### config.mk
export PLATFORM = sky130hd
export DESIGN_NAME = i2c_cfg_regbank
export DESIGN_NICKNAME = d
export VERILOG_FILES = /design/src/rtl/i2c_cfg_pkg.sv /design/src/rtl/i2c_bus_filter.sv /design/src/rtl/i2c_cfg_regbank.sv
export SDC_FILE = /design/constraint.sdc
export NUM_CORES = 1
export LEC_CHECK = 0
export ABC_AREA = 1
export CAP_MARGIN = 5
export CORE_UTILIZATION = 56
export CTS_BUF_LIST = sky130_fd_sc_hd__clkbuf_2
export CTS_CLUSTER_SIZE = 12
export DETAILED_ROUTE_END_ITERATION = 10
export PLACE_DENSITY = 0.87
export SKIP_LAST_GASP = 1
export SLEW_MARGIN = 20
export SYNTH_ARGS = -nofsm -noshare
export SYNTH_HDL_FRONTEND = slang
export SYNTH_HIERARCHICAL = 1
export SYNTH_SLANG_ARGS = --single-unit
### constraint.sdc
create_clock -name clk -period 20.3 [get_ports clk]
set_input_delay 4.06 -clock clk [delete_from_list [all_inputs] [get_ports clk]]
set_output_delay 4.06 -clock clk [all_outputs]
set_load 0.01 [all_outputs]
### src/rtl/i2c_cfg_pkg.sv
// Shared types and constants for the I2C configuration register bank.
package i2c_cfg_pkg;

    typedef enum logic [3:0] {
        IDLE,
        ADDR,
        ADDR_ACK,
        PTR,
        PTR_ACK,
        WDATA,
        WACK,
        RDATA,
        RACK
    } state_e;

    // Writing this pointer copies every shadow register to the live outputs.
    localparam logic [7:0] COMMIT_ADDR = 8'hFF;

    localparam logic I2C_ACK  = 1'b0;
    localparam logic I2C_NACK = 1'b1;

    // Conditioned bus view: filtered SDA level plus single-cycle event pulses.
    typedef struct packed {
        logic sda;
        logic scl_rise;
        logic scl_fall;
        logic start;
        logic stop;
    } bus_evt_t;

endpackage

### src/rtl/i2c_bus_filter.sv
// Synchronises and deglitches SCL/SDA, then derives edge and START/STOP pulses.
module i2c_bus_filter
    import i2c_cfg_pkg::*;
#(
    parameter int FILT_LEN = 3
) (
    input  logic     clk,
    input  logic     rst,
    input  logic     scl,
    input  logic     sda,
    output bus_evt_t evt
);

    localparam int CW = $clog2(FILT_LEN + 1);

    // Index 0 = SCL, index 1 = SDA.
    logic [1:0]         meta_q, meta_d;
    logic [1:0]         sync_q, sync_d;
    logic [1:0]         filt_q, filt_d;
    logic [1:0]         prev_q, prev_d;
    logic [1:0][CW-1:0] cnt_q, cnt_d;

    // Accept a new level only after FILT_LEN consecutive differing samples.
    always_comb begin
        meta_d = {sda, scl};
        sync_d = meta_q;
        prev_d = filt_q;
        filt_d = filt_q;
        cnt_d  = cnt_q;
        for (int i = 0; i < 2; i++) begin
            if (sync_q[i] == filt_q[i]) begin
                cnt_d[i] = '0;
            end else if (cnt_q[i] == CW'(FILT_LEN - 1)) begin
                filt_d[i] = sync_q[i];
                cnt_d[i]  = '0;
            end else begin
                cnt_d[i] = cnt_q[i] + 1'b1;
            end
        end
    end

    // Filter state; an idle bus has both lines high.
    always_ff @(posedge clk) begin
        if (rst) begin
            meta_q <= 2'b11;
            sync_q <= 2'b11;
            filt_q <= 2'b11;
            prev_q <= 2'b11;
            cnt_q  <= '0;
        end else begin
            meta_q <= meta_d;
            sync_q <= sync_d;
            filt_q <= filt_d;
            prev_q <= prev_d;
            cnt_q  <= cnt_d;
        end
    end

    // START/STOP require SCL high both before and after the SDA transition.
    always_comb begin
        evt.sda      = filt_q[1];
        evt.scl_rise = filt_q[0] & ~prev_q[0];
        evt.scl_fall = ~filt_q[0] & prev_q[0];
        evt.start    = filt_q[0] & prev_q[0] & prev_q[1] & ~filt_q[1];
        evt.stop     = filt_q[0] & prev_q[0] & ~prev_q[1] & filt_q[1];
    end

endmodule

### src/rtl/i2c_cfg_regbank.sv
// I2C slave register bank: R/W output regs (optionally shadowed) plus read-only inputs.
module i2c_cfg_regbank
    import i2c_cfg_pkg::*;
#(
    parameter logic [6:0] SLAVE_ADDR = 7'h3C,
    parameter int         NUM_OUT    = 12,
    parameter int         NUM_IN     = 4,
    parameter int         FILT_LEN   = 3,
    parameter bit         SHADOW     = 1'b1
) (
    input  logic                                    clk,
    input  logic                                    rst,
    input  logic                                    scl,
    input  logic                                    sdaIn,
    output logic                                    sdaOut,
    output logic [NUM_OUT*8-1:0]                    outputs,
    input  logic [NUM_OUT*8-1:0]                    defaults,
    input  logic [(NUM_IN > 0 ? NUM_IN : 1)*8-1:0]  inputs,
    output logic [NUM_OUT-1:0]                      wr_strobe,
    output logic                                    commit_pulse
);

    bus_evt_t evt;

    i2c_bus_filter #(.FILT_LEN(FILT_LEN)) u_filt (
        .clk (clk),
        .rst (rst),
        .scl (scl),
        .sda (sdaIn),
        .evt (evt)
    );

    state_e                   state_q, state_d;
    logic [2:0]               bit_q, bit_d;
    logic [7:0]               shift_q, shift_d;
    logic [7:0]               ptr_q, ptr_d;
    logic                     sda_out_q, sda_out_d;
    logic [NUM_OUT-1:0][7:0]  shadow_q, shadow_d;
    logic [NUM_OUT-1:0][7:0]  live_q, live_d;
    logic [NUM_OUT-1:0]       strobe_q, strobe_d;
    logic                     commit_q, commit_d;

    logic [7:0] rx_byte;
    logic [7:0] rd_byte;
    logic       load_rd;

    assign rx_byte = {shift_q[6:0], evt.sda};

    // Read source for the current pointer; unmapped addresses (incl. 0xFF) read 0.
    always_comb begin
        rd_byte = 8'h00;
        for (int k = 0; k < NUM_OUT; k++) begin
            if (ptr_q == 8'(k)) rd_byte = shadow_q[k];
        end
        for (int j = 0; j < NUM_IN; j++) begin
            if (ptr_q == 8'(NUM_OUT + j)) rd_byte = inputs[8*j +: 8];
        end
    end

    // Protocol FSM: byte reception on SCL rise, all SDA driving on SCL fall.
    always_comb begin
        state_d   = state_q;
        bit_d     = bit_q;
        shift_d   = shift_q;
        ptr_d     = ptr_q;
        sda_out_d = sda_out_q;
        shadow_d  = shadow_q;
        live_d    = live_q;
        strobe_d  = '0;
        commit_d  = 1'b0;
        load_rd   = 1'b0;

        if (evt.start) begin
            state_d   = ADDR;
            bit_d     = '0;
            sda_out_d = I2C_NACK;
        end else if (evt.stop) begin
            state_d   = IDLE;
            bit_d     = '0;
            sda_out_d = I2C_NACK;
        end else begin
            case (state_q)
                ADDR, PTR, WDATA: begin
                    if (evt.scl_rise) begin
                        shift_d = rx_byte;
                        bit_d   = bit_q + 3'd1;
                        if (bit_q == 3'd7) begin
                            if (state_q == ADDR) begin
                                // The R/W bit stays in shift_q[0] through ADDR_ACK.
                                state_d = (rx_byte[7:1] == SLAVE_ADDR) ? ADDR_ACK : IDLE;
                            end else if (state_q == PTR) begin
                                ptr_d   = rx_byte;
                                state_d = PTR_ACK;
                            end else begin
                                state_d = WACK;
                                ptr_d   = ptr_q + 8'd1;
                                for (int k = 0; k < NUM_OUT; k++) begin
                                    if (ptr_q == 8'(k)) begin
                                        shadow_d[k] = rx_byte;
                                        strobe_d[k] = 1'b1;
                                        if (!SHADOW) live_d[k] = rx_byte;
                                    end
                                end
                                if (ptr_q == COMMIT_ADDR) begin
                                    live_d   = shadow_q;
                                    commit_d = 1'b1;
                                end
                            end
                        end
                    end
                end
                ADDR_ACK, PTR_ACK, WACK: begin
                    // First fall opens the ACK bit, second fall closes it.
                    if (evt.scl_fall) begin
                        if (sda_out_q == I2C_NACK) begin
                            sda_out_d = I2C_ACK;
                        end else begin
                            sda_out_d = I2C_NACK;
                            bit_d     = '0;
                            if (state_q == ADDR_ACK && shift_q[0]) load_rd = 1'b1;
                            else if (state_q == ADDR_ACK)          state_d = PTR;
                            else                                    state_d = WDATA;
                        end
                    end
                end
                RDATA: begin
                    if (evt.scl_fall) begin
                        if (bit_q == 3'd7) begin
                            sda_out_d = I2C_NACK;
                            bit_d     = '0;
                            state_d   = RACK;
                        end else begin
                            shift_d   = {shift_q[6:0], shift_q[7]};
                            sda_out_d = shift_q[6];
                            bit_d     = bit_q + 3'd1;
                        end
                    end
                end
                RACK: begin
                    if (evt.scl_rise && evt.sda == I2C_NACK) state_d = IDLE;
                    else if (evt.scl_fall)                   load_rd = 1'b1;
                end
                default: ;
            endcase

            // Fetch the next read byte and present its MSB immediately.
            if (load_rd) begin
                shift_d   = rd_byte;
                sda_out_d = rd_byte[7];
                ptr_d     = ptr_q + 8'd1;
                bit_d     = '0;
                state_d   = RDATA;
            end
        end
    end

    // State registers; reset reloads both register copies from defaults.
    always_ff @(posedge clk) begin
        if (rst) begin
            state_q   <= IDLE;
            bit_q     <= '0;
            shift_q   <= '0;
            ptr_q     <= '0;
            sda_out_q <= I2C_NACK;
            shadow_q  <= defaults;
            live_q    <= defaults;
            strobe_q  <= '0;
            commit_q  <= 1'b0;
        end else begin
            state_q   <= state_d;
            bit_q     <= bit_d;
            shift_q   <= shift_d;
            ptr_q     <= ptr_d;
            sda_out_q <= sda_out_d;
            shadow_q  <= shadow_d;
            live_q    <= live_d;
            strobe_q  <= strobe_d;
            commit_q  <= commit_d;
        end
    end

    assign sdaOut       = sda_out_q;
    assign outputs      = live_q;
    assign wr_strobe    = strobe_q;
    assign commit_pulse = commit_q;

endmodule

==> reports/metrics.yaml <==
grt_pass1_wl_microns: 49500
max-cap-violations: 0
max_stage_delay_ns: 0.75
area_delta_synth_final_pct: 28.3
synth_compound_area_frac: 0.117
drt-wirelength-per-cell_microns: 18.3
seq_area_frac_synth: 0.603
p_switching_uw: 392
postSynthCellCount: 1245
drive_gt1_frac: 0.0876
cp_slowest_cell: "buf_4"
place.gp.congestion: 0.933
fin_worst_skew_ns: 0.0785
grt_start_max_net_pins: 86
p_leak_uw: 0.00614
cellPowerDensity_nw_per_um2: 86.5
crit_fanout: 79
rsz0062_at_grt: "no"
first_pass_iters: 6
grt_pass1_vias: 9491
slew_violations: 0
synth_top_area_frac: 0.515
min_path_cells: 1
antenna_found_initial: 1
synth_top_family_by_area: "simple AND/OR/NAND/NOR gates"
pre_cts_ws_ns: 13.24
num_vias: 10200
synth_cell_type_count: 39
async_reset_ff_frac: 0
cts_setup_buffers: 0
r2r_cells: 9
internal_power_uw: 850
startpoint_type: "primary input"
cts_tree: "yes"
synth-simple-area-share: 0.202
cp.arrival_ns: 6.73
pwr-share-clk: 0.278
cts_root_buf: "clkbuf_2"
setup_viol: 0
io_buffer_count: 241
synth_top_area_cell: "edfxtp_1"
peakVddDrop_mv: 0.0887
crit_top_cell: "buf_4"
drtIter0Drc: 1240
synth-warning-count: 6
synthTopCellsByArea: "edfxtp_1, nand2_1, dfxtp_1"
drc: 0
path_clk_slew_ns: 0.09
pwr-share-seq: 0.511
tns_ns: 0
status: "complete, no violations"
stdcell_count: 1819
via_per_inst: 5.58
core_sq_um: 19500
dp.final_hpwl_microns: 23700
io_pins: 242
worst_slew_pin_slew_ns: 1.10
fmax_mhz: 160
floorplan.initialDensity: 0.573
combPwrFrac: 0.212
syn-num-nets: 1385
nets: 1642
synthXorXnorAreaFrac: 0.00235
hold_class: "register to register"
ys_seq_elements: 241
die_w_microns: 143
synth_common_cells: "nand2_1, edfxtp_1, inv_1"
hold_ws_ns: 0.420
fp-row-count: 51
report.final.hold_viol_count: 0
place_inst: 1706
track_usage: 0.322
netSwitchingFraction: 0.315
timing.final.ws_setup_ns: 14.03
clk_latency_ns: 0.90
cts_buffers: 59
path_cells: "buf_4 -> clkinv_2 -> buf_4 -> o41ai_2 -> buf_4"
synthAdderAreaFrac: 0.00895
clock-sinks: 241
endpoint_kind: "register"
overflow: 0
htreeDepth: 2
finalCriticalPeriod_ns: 6.27
hold_buffers: 0
worstSetupPathType: "primary input to register"
slew_headroom: 0.265
ant_nets: 0
required_ns: 20.76
synthMuxAreaShare: 0
finalWirelength_microns: 33200
die_area_sq_um: 20500
syn_area_sq_um: 11200
cts_buffer_depth: 3
synth_edf_count: 192
dominantRegCellSynth: "edfxtp_1"
yosysMostFrequentCell: "nand2_1"
avgSynthCellArea_sq_um: 8.98
fin_crit_sh: 0.309
ctsResizeCount: 0
die_height_microns: 143
[worst max-delay path, delay by kind of cell]
kind | cells | cell delay, ns
compound gates | 1 | 0.15
buf+inv | 4 | 2.36
[layer usage]
| layer | vias up | routed length, microns | GRT usage |
|---|---|---|---|
| met1 | 4611 | 12100 | 0.403 |
| li1 | 4687 | - | - |
| met4 | 0 | 1380 | 0.157 |
| met5 | - | 0 | 0 |
| met2 | 754 | 15800 | 0.534 |
| met3 | 105 | 3910 | 0.0676 |
[worst paths after layout]
| path | from | endpoint | slack, ns |
|---|---|---|---|
| worst max-delay path | rst | outputs[81] | 14.03 |
| worst min-delay path | u_filt/meta_q[0] | u_filt/sync_q[0] | 0.42 |
| worst max register to register | state_q[0] | outputs[81] | 16.99 |
| worst min register to register | u_filt/meta_q[0] | u_filt/sync_q[0] | 0.42 |
[placed cells by master, fill, tap and decap left out, drive strengths merged]
cell	synthesis	routed
nand2	388	388
clkdlybuf4s50	0	240
edfxtp	192	192
o21ai	144	144
inv	139	139
a21oi	92	92
clkbuf	37	88
nor2	87	87
dfxtp	49	49
nand3	41	41
clkinv	1	23
nor3	18	18
or2	11	11
ha	8	8
a211oi	7	7
buf	14	7
o211ai	3	3
xor2	3	3
nor4	3	3
nand4	2	2
a221oi	2	2
bufinv	0	2
diode	0	1
o41ai	1	1
a21boi	1	1
a22oi	1	1
a31oi	1	1
[flip-flops by register name, summed over array words and instances, names as in the netlist, 2 cells and up]
signal,flops
u_filt/filt_q,2
u_filt/prev_q,2
ptr_q,8
u_filt/meta_q,2
shift_q,8
outputs,96
u_filt/cnt_q,4
wr_strobe,12
u_filt/sync_q,2
bit_q,3
shadow_q,96
state_q,4
[kinds of logic (layout without fill, tap and decap cells)]
logic type | after synthesis | after routing
other cells | 0 | 1
compound gates | 252 | 252
buf+inv | 191 | 499
xor+xnor | 3 | 3
flops | 241 | 241
fa+ha+maj | 8 | 8
simple gates | 550 | 550
[layout make-up]
cell class              instances  area [sq um]
diodes                          1          2.50
clock buffers                  88           440
clock inverters                24           150
fillers                      1463          5170
inverters                     140           527
multi-input cells             813          3700
flip-flops and latches        241          6750
well taps                     265           332
repair buffers                247          2450
[power by group through the flow]
stage | Clock, uW | Sequential (uW) | Combinational [uW]
CTS | 345 | 633 | 259
global placement | 0 | 643 | 250
floorplan | 0 | 646 | 139
finish | 345 | 634 | 263
global route | 369 | 639 | 289
detailed placement | 0 | 644 | 258
[through the flow]
step           area [sq um]  power (uW)   util
5_1_grt               14400        1300  0.735
6_report              14400        1240  0.735
2_1_floorplan         11200         785      -
3_5_place_dp          13800         902  0.705
3_3_place_gp          13800         893  0.705
4_1_cts               14400        1240  0.735
Note: power is estimated with default switching activity, not from simulation.
